### src/rtl/matrix_pkg.sv
// matrix_pkg: shared definitions for the matrix ALU and the HPS buffer.
//   ROWS, COLS, ELEMENT_BITS, MATRIX_BITS : matrix geometry
//   ACC_BITS                              : full-width element/accumulator width
//   op_t                                  : opcode encoding (instruction[2:0])
//   alu_state_t                           : ALU sequencing states
package matrix_pkg;

    localparam int ROWS         = 5;
    localparam int COLS         = 5;
    localparam int ELEMENT_BITS = 8;
    localparam int MATRIX_BITS  = ROWS * COLS * ELEMENT_BITS;
    localparam int ACC_BITS     = 20;

    typedef enum logic [2:0] {
        OP_ADD       = 3'd0,
        OP_SUB       = 3'd1,
        OP_MUL       = 3'd2,
        OP_SCALAR    = 3'd3,
        OP_TRANSPOSE = 3'd4,
        OP_OPPOSITE  = 3'd5
    } op_t;

    typedef enum logic [1:0] {
        IDLE    = 2'd0,
        COMPUTE = 2'd1,
        DONE    = 2'd2
    } alu_state_t;

    // Opcodes 6 and 7 are undefined.
    function automatic logic op_is_valid(input logic [2:0] opc);
        return opc <= 3'd5;
    endfunction

endpackage

### src/rtl/matrix_alu_elem_sat.sv
// matrix_elem_sat: reduces a full-width signed element to ELEMENT_BITS.
// Build switch: MATRIX_ALU_SATURATE_EN defined -> clamp to the signed range,
// otherwise keep the low bits (wrap). overflow is the same in both builds.
//   value    in  IN_BITS   signed full-width element
//   elem     out OUT_BITS  reduced element
//   overflow out 1         value lies outside the OUT_BITS signed range
module matrix_elem_sat
    import matrix_pkg::*;
#(
    parameter int IN_BITS  = ACC_BITS,
    parameter int OUT_BITS = ELEMENT_BITS
) (
    input  logic signed [IN_BITS-1:0]  value,
    output logic        [OUT_BITS-1:0] elem,
    output logic                       overflow
);

    localparam logic signed [IN_BITS-1:0] MAX_V = IN_BITS'((2 ** (OUT_BITS - 1)) - 1);
    localparam logic signed [IN_BITS-1:0] MIN_V = IN_BITS'(-(2 ** (OUT_BITS - 1)));

    always_comb begin
        overflow = (value > MAX_V) || (value < MIN_V);
`ifdef MATRIX_ALU_SATURATE_EN
        if (value > MAX_V) begin
            elem = MAX_V[OUT_BITS-1:0];
        end else if (value < MIN_V) begin
            elem = MIN_V[OUT_BITS-1:0];
        end else begin
            elem = value[OUT_BITS-1:0];
        end
`else
        elem = value[OUT_BITS-1:0];
`endif
    end

endmodule

### src/rtl/matrix_alu.sv
// matrix_alu: sequential arithmetic engine for two ROWS x COLS signed matrices.
// One result element per cycle (one MAC per cycle for MUL). Optional build
// macro MATRIX_ALU_SATURATE_EN (in matrix_elem_sat) clamps instead of wrapping.
//   clk         in  1            clock, rising edge
//   rst         in  1            synchronous active-high reset
//   start       in  1            request operation, sampled only in IDLE
//   matrix_a    in  MATRIX_BITS  operand A, element (r,c) MSB-first row-major
//   matrix_b    in  MATRIX_BITS  operand B
//   instruction in  6            [2:0] opcode, [5:3] ignored
//   busy        out 1            high in COMPUTE
//   done        out 1            one-cycle pulse in DONE
//   result      out MATRIX_BITS  result, final from done until next start
//   overflow    out 1            sticky per operation
//   invalid_op  out 1            opcode 6 or 7
//
// state   | meaning
// IDLE    | waiting for start; result held
// COMPUTE | writing one element (or one MAC) per cycle
// DONE    | single-cycle completion pulse
module matrix_alu
    import matrix_pkg::*;
#(
    parameter int ROWS         = matrix_pkg::ROWS,
    parameter int COLS         = matrix_pkg::COLS,
    parameter int ELEMENT_BITS = matrix_pkg::ELEMENT_BITS,
    localparam int MATRIX_BITS = ROWS * COLS * ELEMENT_BITS
) (
    input  logic                   clk,
    input  logic                   rst,
    input  logic                   start,
    input  logic [MATRIX_BITS-1:0] matrix_a,
    input  logic [MATRIX_BITS-1:0] matrix_b,
    input  logic [5:0]             instruction,
    output logic                   busy,
    output logic                   done,
    output logic [MATRIX_BITS-1:0] result,
    output logic                   overflow,
    output logic                   invalid_op
);

    localparam int N_ELEM = ROWS * COLS;
    localparam int EW     = (N_ELEM > 1) ? $clog2(N_ELEM) : 1;
    localparam int RW     = (ROWS > 1) ? $clog2(ROWS) : 1;
    localparam int CW     = (COLS > 1) ? $clog2(COLS) : 1;
    localparam int IW     = $clog2(MATRIX_BITS);

    // Top bit position of element idx in a packed matrix.
    function automatic logic [IW-1:0] elem_hi(input int idx);
        return IW'(MATRIX_BITS - 1 - ELEMENT_BITS * idx);
    endfunction

    function automatic logic signed [ELEMENT_BITS-1:0] pick(input logic [MATRIX_BITS-1:0] m,
                                                            input int idx);
        return $signed(m[elem_hi(idx) -: ELEMENT_BITS]);
    endfunction

    alu_state_t state_q, state_d;

    logic [MATRIX_BITS-1:0]      a_q, b_q, result_q;
    op_t                         op_q;
    logic [EW-1:0]               e_q;
    logic [RW-1:0]               r_q;
    logic [CW-1:0]               c_q;
    logic [CW-1:0]               k_q;
    logic signed [ACC_BITS-1:0]  acc_q;
    logic                        overflow_q, invalid_q;

    int                          idx_rc, idx_cr, idx_rk, idx_kc;
    logic signed [ACC_BITS-1:0]  ax, bx, atx, b00x, prod, mac, val;
    logic [ELEMENT_BITS-1:0]     sat_elem;
    logic                        sat_ovf;
    logic                        mac_last, wr_en, last_elem, accept;
    logic                        unused_reserved;

    assign unused_reserved = ^instruction[5:3];

    // Operand fetch and full-width element value.
    always_comb begin
        idx_rc = int'(r_q) * COLS + int'(c_q);
        idx_cr = int'(c_q) * COLS + int'(r_q);
        idx_rk = int'(r_q) * COLS + int'(k_q);
        idx_kc = int'(k_q) * COLS + int'(c_q);

        ax   = ACC_BITS'(pick(a_q, idx_rc));
        bx   = ACC_BITS'(pick(b_q, idx_rc));
        atx  = ACC_BITS'(pick(a_q, idx_cr));
        b00x = ACC_BITS'(pick(b_q, 0));
        prod = ACC_BITS'(pick(a_q, idx_rk)) * ACC_BITS'(pick(b_q, idx_kc));
        mac  = acc_q + prod;

        val = '0;
        case (op_q)
            OP_ADD:       val = ax + bx;
            OP_SUB:       val = ax - bx;
            OP_MUL:       val = mac;
            OP_SCALAR:    val = ax * b00x;
            OP_TRANSPOSE: val = atx;
            OP_OPPOSITE:  val = -ax;
            default:      val = '0;
        endcase
    end

    matrix_elem_sat #(
        .IN_BITS  (ACC_BITS),
        .OUT_BITS (ELEMENT_BITS)
    ) u_sat (
        .value    (val),
        .elem     (sat_elem),
        .overflow (sat_ovf)
    );

    // MUL writes only on the last product term of each element.
    assign mac_last  = (k_q == CW'(COLS - 1));
    assign wr_en     = (state_q == COMPUTE) && ((op_q != OP_MUL) || mac_last);
    assign last_elem = wr_en && (e_q == EW'(N_ELEM - 1));
    assign accept    = (state_q == IDLE) && start;

    // State register.
    always_ff @(posedge clk) begin
        if (rst) begin
            state_q <= IDLE;
        end else begin
            state_q <= state_d;
        end
    end

    // Next-state logic.
    always_comb begin
        state_d = state_q;
        case (state_q)
            IDLE:    if (start) state_d = op_is_valid(instruction[2:0]) ? COMPUTE : DONE;
            COMPUTE: if (last_elem) state_d = DONE;
            DONE:    state_d = IDLE;
            default: state_d = IDLE;
        endcase
    end

    // State-decoded outputs.
    always_comb begin
        busy = (state_q == COMPUTE);
        done = (state_q == DONE);
    end

    // Datapath.
    always_ff @(posedge clk) begin
        if (rst) begin
            a_q        <= '0;
            b_q        <= '0;
            op_q       <= OP_ADD;
            result_q   <= '0;
            overflow_q <= 1'b0;
            invalid_q  <= 1'b0;
            e_q        <= '0;
            r_q        <= '0;
            c_q        <= '0;
            k_q        <= '0;
            acc_q      <= '0;
        end else if (accept) begin
            a_q        <= matrix_a;
            b_q        <= matrix_b;
            op_q       <= op_t'(instruction[2:0]);
            result_q   <= '0;
            overflow_q <= 1'b0;
            invalid_q  <= ~op_is_valid(instruction[2:0]);
            e_q        <= '0;
            r_q        <= '0;
            c_q        <= '0;
            k_q        <= '0;
            acc_q      <= '0;
        end else if (state_q == COMPUTE) begin
            if (wr_en) begin
                result_q[elem_hi(idx_rc) -: ELEMENT_BITS] <= sat_elem;
                overflow_q <= overflow_q | sat_ovf;
                acc_q      <= '0;
                k_q        <= '0;
                e_q        <= e_q + 1'b1;
                if (c_q == CW'(COLS - 1)) begin
                    c_q <= '0;
                    r_q <= r_q + 1'b1;
                end else begin
                    c_q <= c_q + 1'b1;
                end
            end else begin
                acc_q <= mac;
                k_q   <= k_q + 1'b1;
            end
        end
    end

    assign result     = result_q;
    assign overflow   = overflow_q;
    assign invalid_op = invalid_q;

endmodule

### config.mk
export PLATFORM = sky130hd
export DESIGN_NAME = matrix_alu
export DESIGN_NICKNAME = d
export VERILOG_FILES = /design/src/rtl/matrix_pkg.sv /design/src/rtl/matrix_alu_elem_sat.sv /design/src/rtl/matrix_alu.sv
export SDC_FILE = /design/constraint.sdc
export NUM_CORES = 2
export LEC_CHECK = 0
export BUFFER_PORTS_ARGS = -buffer_cell sky130_fd_sc_hd__buf_4
export CAP_MARGIN = 20
export CELL_PAD_IN_SITES_DETAIL_PLACEMENT = 1
export CELL_PAD_IN_SITES_GLOBAL_PLACEMENT = 1
export CORE_MARGIN = 2
export CORE_UTILIZATION = 44
export CTS_BUF_LIST = sky130_fd_sc_hd__clkbuf_2 sky130_fd_sc_hd__clkbuf_4 sky130_fd_sc_hd__clkbuf_8
export DETAILED_ROUTE_END_ITERATION = 12
export GPL_TIMING_DRIVEN = 0
export PLACE_DENSITY = 0.79
export REMOVE_ABC_BUFFERS = 1
export SKIP_LAST_GASP = 1
export SLEW_MARGIN = 20
export SYNTH_ARGS = -nofsm -noshare
export SYNTH_HDL_FRONTEND = slang
export SYNTH_HIERARCHICAL = 1
export SYNTH_SLANG_ARGS = --single-unit
### constraint.sdc
create_clock -name clk -period 13.2 [get_ports clk]
set_clock_uncertainty 0.15 [all_clocks]
set_input_delay 1.98 -clock clk [delete_from_list [all_inputs] [get_ports clk]]
set_output_delay 1.98 -clock clk [all_outputs]
set_load 0.005 [all_outputs]
==> impl_metrics.py <==
metrics = {
    "detailed_routing": {
        "wl_per_cell_um": 22.6,
        "routed_wirelength_um": 139000,
        "via_per_inst": 5.68,
        "first_pass_iters": 5,
        "drt_iter0_drc": 2229,
        "drc_errors": 0,
        "ant_nets": 0,
        "via_count": 35000,
    },
    "grt": {
        "grt.total_usage": 0.305,
        "grt_pass1_wl_um": 214000,
        "overflow": 0,
        "grt_max_degree": 118,
        "first_global_vias": 36800,
        "antenna_found_initial": 26,
    },
    "sta": {
        "relSlewSlack": 0.227,
        "finalSetupViolCount": 0,
        "fmax_mhz": 92.1,
        "drv_slew": 0,
        "tightest_slew_ps": 1130,
        "fin_crit_ps": 10860,
        "tns_ps": 0,
        "period_share": 0.823,
        "hold_viol_final": 0,
        "layout_setup_ws_ps": 2340,
        "rsz0062_at_grt": "false",
    },
    "place": {
        "dp_hpwl_um": 102000,
        "placed_cells": 5940,
        "place_congestion": 0.871,
        "dp_slack_ps": 2430,
        "port_buffers": 609,
    },
    "setup_path": {
        "critical-path-top-delay-family": "adder cells",
        "rrSetupSlack_ps": 2340,
        "critPathSlowestCell": "ha_4",
        "endpoint_kind": "flop",
        "crit_top_cell": "fa_1",
        "path_max_fanout": 43,
        "worstSetupStartpointType": "flop",
        "required_ps": 13670,
        "critical_path.max_stage_delay_ps": 700,
        "crit_buf_inv": 6,
        "cp.arrival_ps": 11330,
        "critical_path_class": "reg2reg",
    },
    "hold_path": {
        "min_path_type": "reg2reg",
    },
    "floorplan": {
        "num_rows": 107,
        "io_pins": 613,
        "start_util": 0.445,
        "die_y_um": 298,
        "die_w_um": 298,
        "fp.coreArea_mm2": 0.0854,
        "dieArea_mm2": 0.0888,
    },
    "logic_synthesis": {
        "synth-xor-area-share": 0.0212,
        "synthAdderAreaFrac": 0.121,
        "synth-main-ff-cell": "dfxtp_1",
        "synth_edf_count": 0,
        "synth_top_family_by_area": "simple AND/OR/NAND/NOR gates",
        "synth_commonest_cells": "1027 x nand2_1, 641 x dfxtp_1, 629 x a21oi_1",
        "seq_area_frac_synth": 0.337,
        "synthMuxAreaShare": 0.162,
        "synth-simple-area-share": 0.182,
        "netlist_instances": 4432,
        "synth_cell_types": 76,
        "synth_top_area_frac": 0.337,
        "synth.avg_cell_area_um2": 8.58,
        "synth_compound_area_frac": 0.119,
        "synthTopCellsByArea": "dfxtp_1 34%, mux4_2 13%, nand2_1 10%",
        "synth_area_leader_cell": "dfxtp_1",
        "synth_most_common_cell": "nand2_1",
        "yosys_warnings": 6,
        "synth_seq_cells": 641,
        "async_flop_share": 0,
        "netlist_area_mm2": 0.0380,
    },
    "layout": {
        "area_delta_synth_final_pct": 23.0,
        "layout.nets": 5597,
        "fin_cells": 6164,
        "n_fill_cell": 10100,
        "layout-drive-gt1-share": 0.232,
        "utilization": 0.548,
        "multi_input_area_mm2": 0.0233,
        "ff_latch_area_mm2": 0.0128,
    },
    "clock_tree": {
        "numCtsBuffers": 111,
        "post_cts_buffers": 0,
        "cts_tree": "yes",
        "clock_path_buffers": 3,
        "insertion_delay_ps": 770,
        "cts_htree_levels": 3,
        "path_clk_slew_ps": 70,
        "cts_resized": 0,
        "cts_hold_buffers": 0,
        "clockRootBuffer": "clkbuf_8",
        "cts_sinks": 641,
    },
    "power_and_ir_drop": {
        "power.density_mw_per_mm2": 115,
        "p_leak_nw": 19.3,
        "irDropWorstVdd_v": 0.0000725,
        "total_power_mw": 5.40,
    },
    "run": {
        "drv_cap": 0,
    },
    "status": {
        "outcome": "finished clean",
    },
}
## flip-flops by register name, summed over array words and instances (netlist names)
register,flops
state_q,2
k_q,3
r_q,3
e_q,5
a_q,200
op_q,3
acc_q,20
invalid_op,1
overflow,1
c_q,3
result,200
b_q,200
## through the flow
stage          cell area [µm²]  hold slack (ps)
6_report                 46800              306
5_1_grt                  46800              335
4_1_cts                  46700              309
3_5_place_dp             44200              302
3_3_place_gp             42800              284
2_1_floorplan            36800              282
## layer usage
layer | global-route usage | routed length, µm | vias up
met5 | 0 | 12 | -
met4 | 0.137 | 5820 | 2
met3 | 0.0468 | 8430 | 273
met2 | 0.522 | 69300 | 1189
met1 | 0.379 | 55700 | 17600
li1 | - | - | 16000
## placed cells by master (no fill, tap or decap), types with 19 or more instances in the layout
cell | Yosys | layout
clkbuf_4 | 0 | 41
buf_4 | 12 | 610
mux2i_1 | 129 | 129
fa_1 | 150 | 150
mux4_2 | 212 | 212
nand3_1 | 61 | 61
ha_1 | 129 | 123
nand2b_1 | 21 | 19
buf_16 | 0 | 24
xnor2_1 | 54 | 47
nor2b_1 | 35 | 33
nor2_1 | 424 | 421
xor2_1 | 22 | 19
and2_1 | 20 | 19
inv_1 | 249 | 249
clkbuf_8 | 0 | 141
a21oi_1 | 629 | 628
nand2_1 | 1027 | 1026
dfxtp_1 | 641 | 641
diode_2 | 0 | 22
o21ai_0 | 45 | 44
nor3_1 | 63 | 63
## path summary, 6_finish.rpt
path                          from               endpoint  cells after the start
max            c_q[0]$_SDFFE_PP0P_  overflow$_SDFFE_PP0P_                     32
min          acc_q[1]$_SDFFE_PP0P_  acc_q[1]$_SDFFE_PP0P_                      2
max reg2reg    c_q[0]$_SDFFE_PP0P_  overflow$_SDFFE_PP0P_                     32
min reg2reg  acc_q[1]$_SDFFE_PP0P_  acc_q[1]$_SDFFE_PP0P_                      2
## tightest hold or removal path, delay by kind of cell (launching register included)
kind | cells | cell delay (ps)
AO/OA/AOI/OAI | 1 | 50
flip-flops | 1 | 300
AND/OR/NAND/NOR | 1 | 50
## where the power goes
part           internal [mW]  total, mW  leakage (nW)  switching, mW
registers               2.03       2.11          5.23         0.0808
clock network           1.16       2.06          1.32          0.902
logic                  0.495       1.23          12.7          0.730
total                   3.68       5.40          19.3           1.71
## area by class of cell
class,count,area share
multi-input combinational,3241,0.499
sequential,641,0.274
timing repair buffer,663,0.121
clock buffer,182,0.0481
tap,1144,0.0306
inverter,251,0.0201
antenna,22,0.00118
clock inverter,20,0.00578
## cell families (layout without fill, tap and decap cells)
family          Yosys count  count (layout)
flops                   641             641
mux                     348             348
other cells               0              22
compound gates          822             822
buf+inv                 550            1116
fa+ha+maj               279             279
simple gates           1709            1709
xor+xnor                 83              83
No activity file was read; power rests on OpenSTA's default activity.
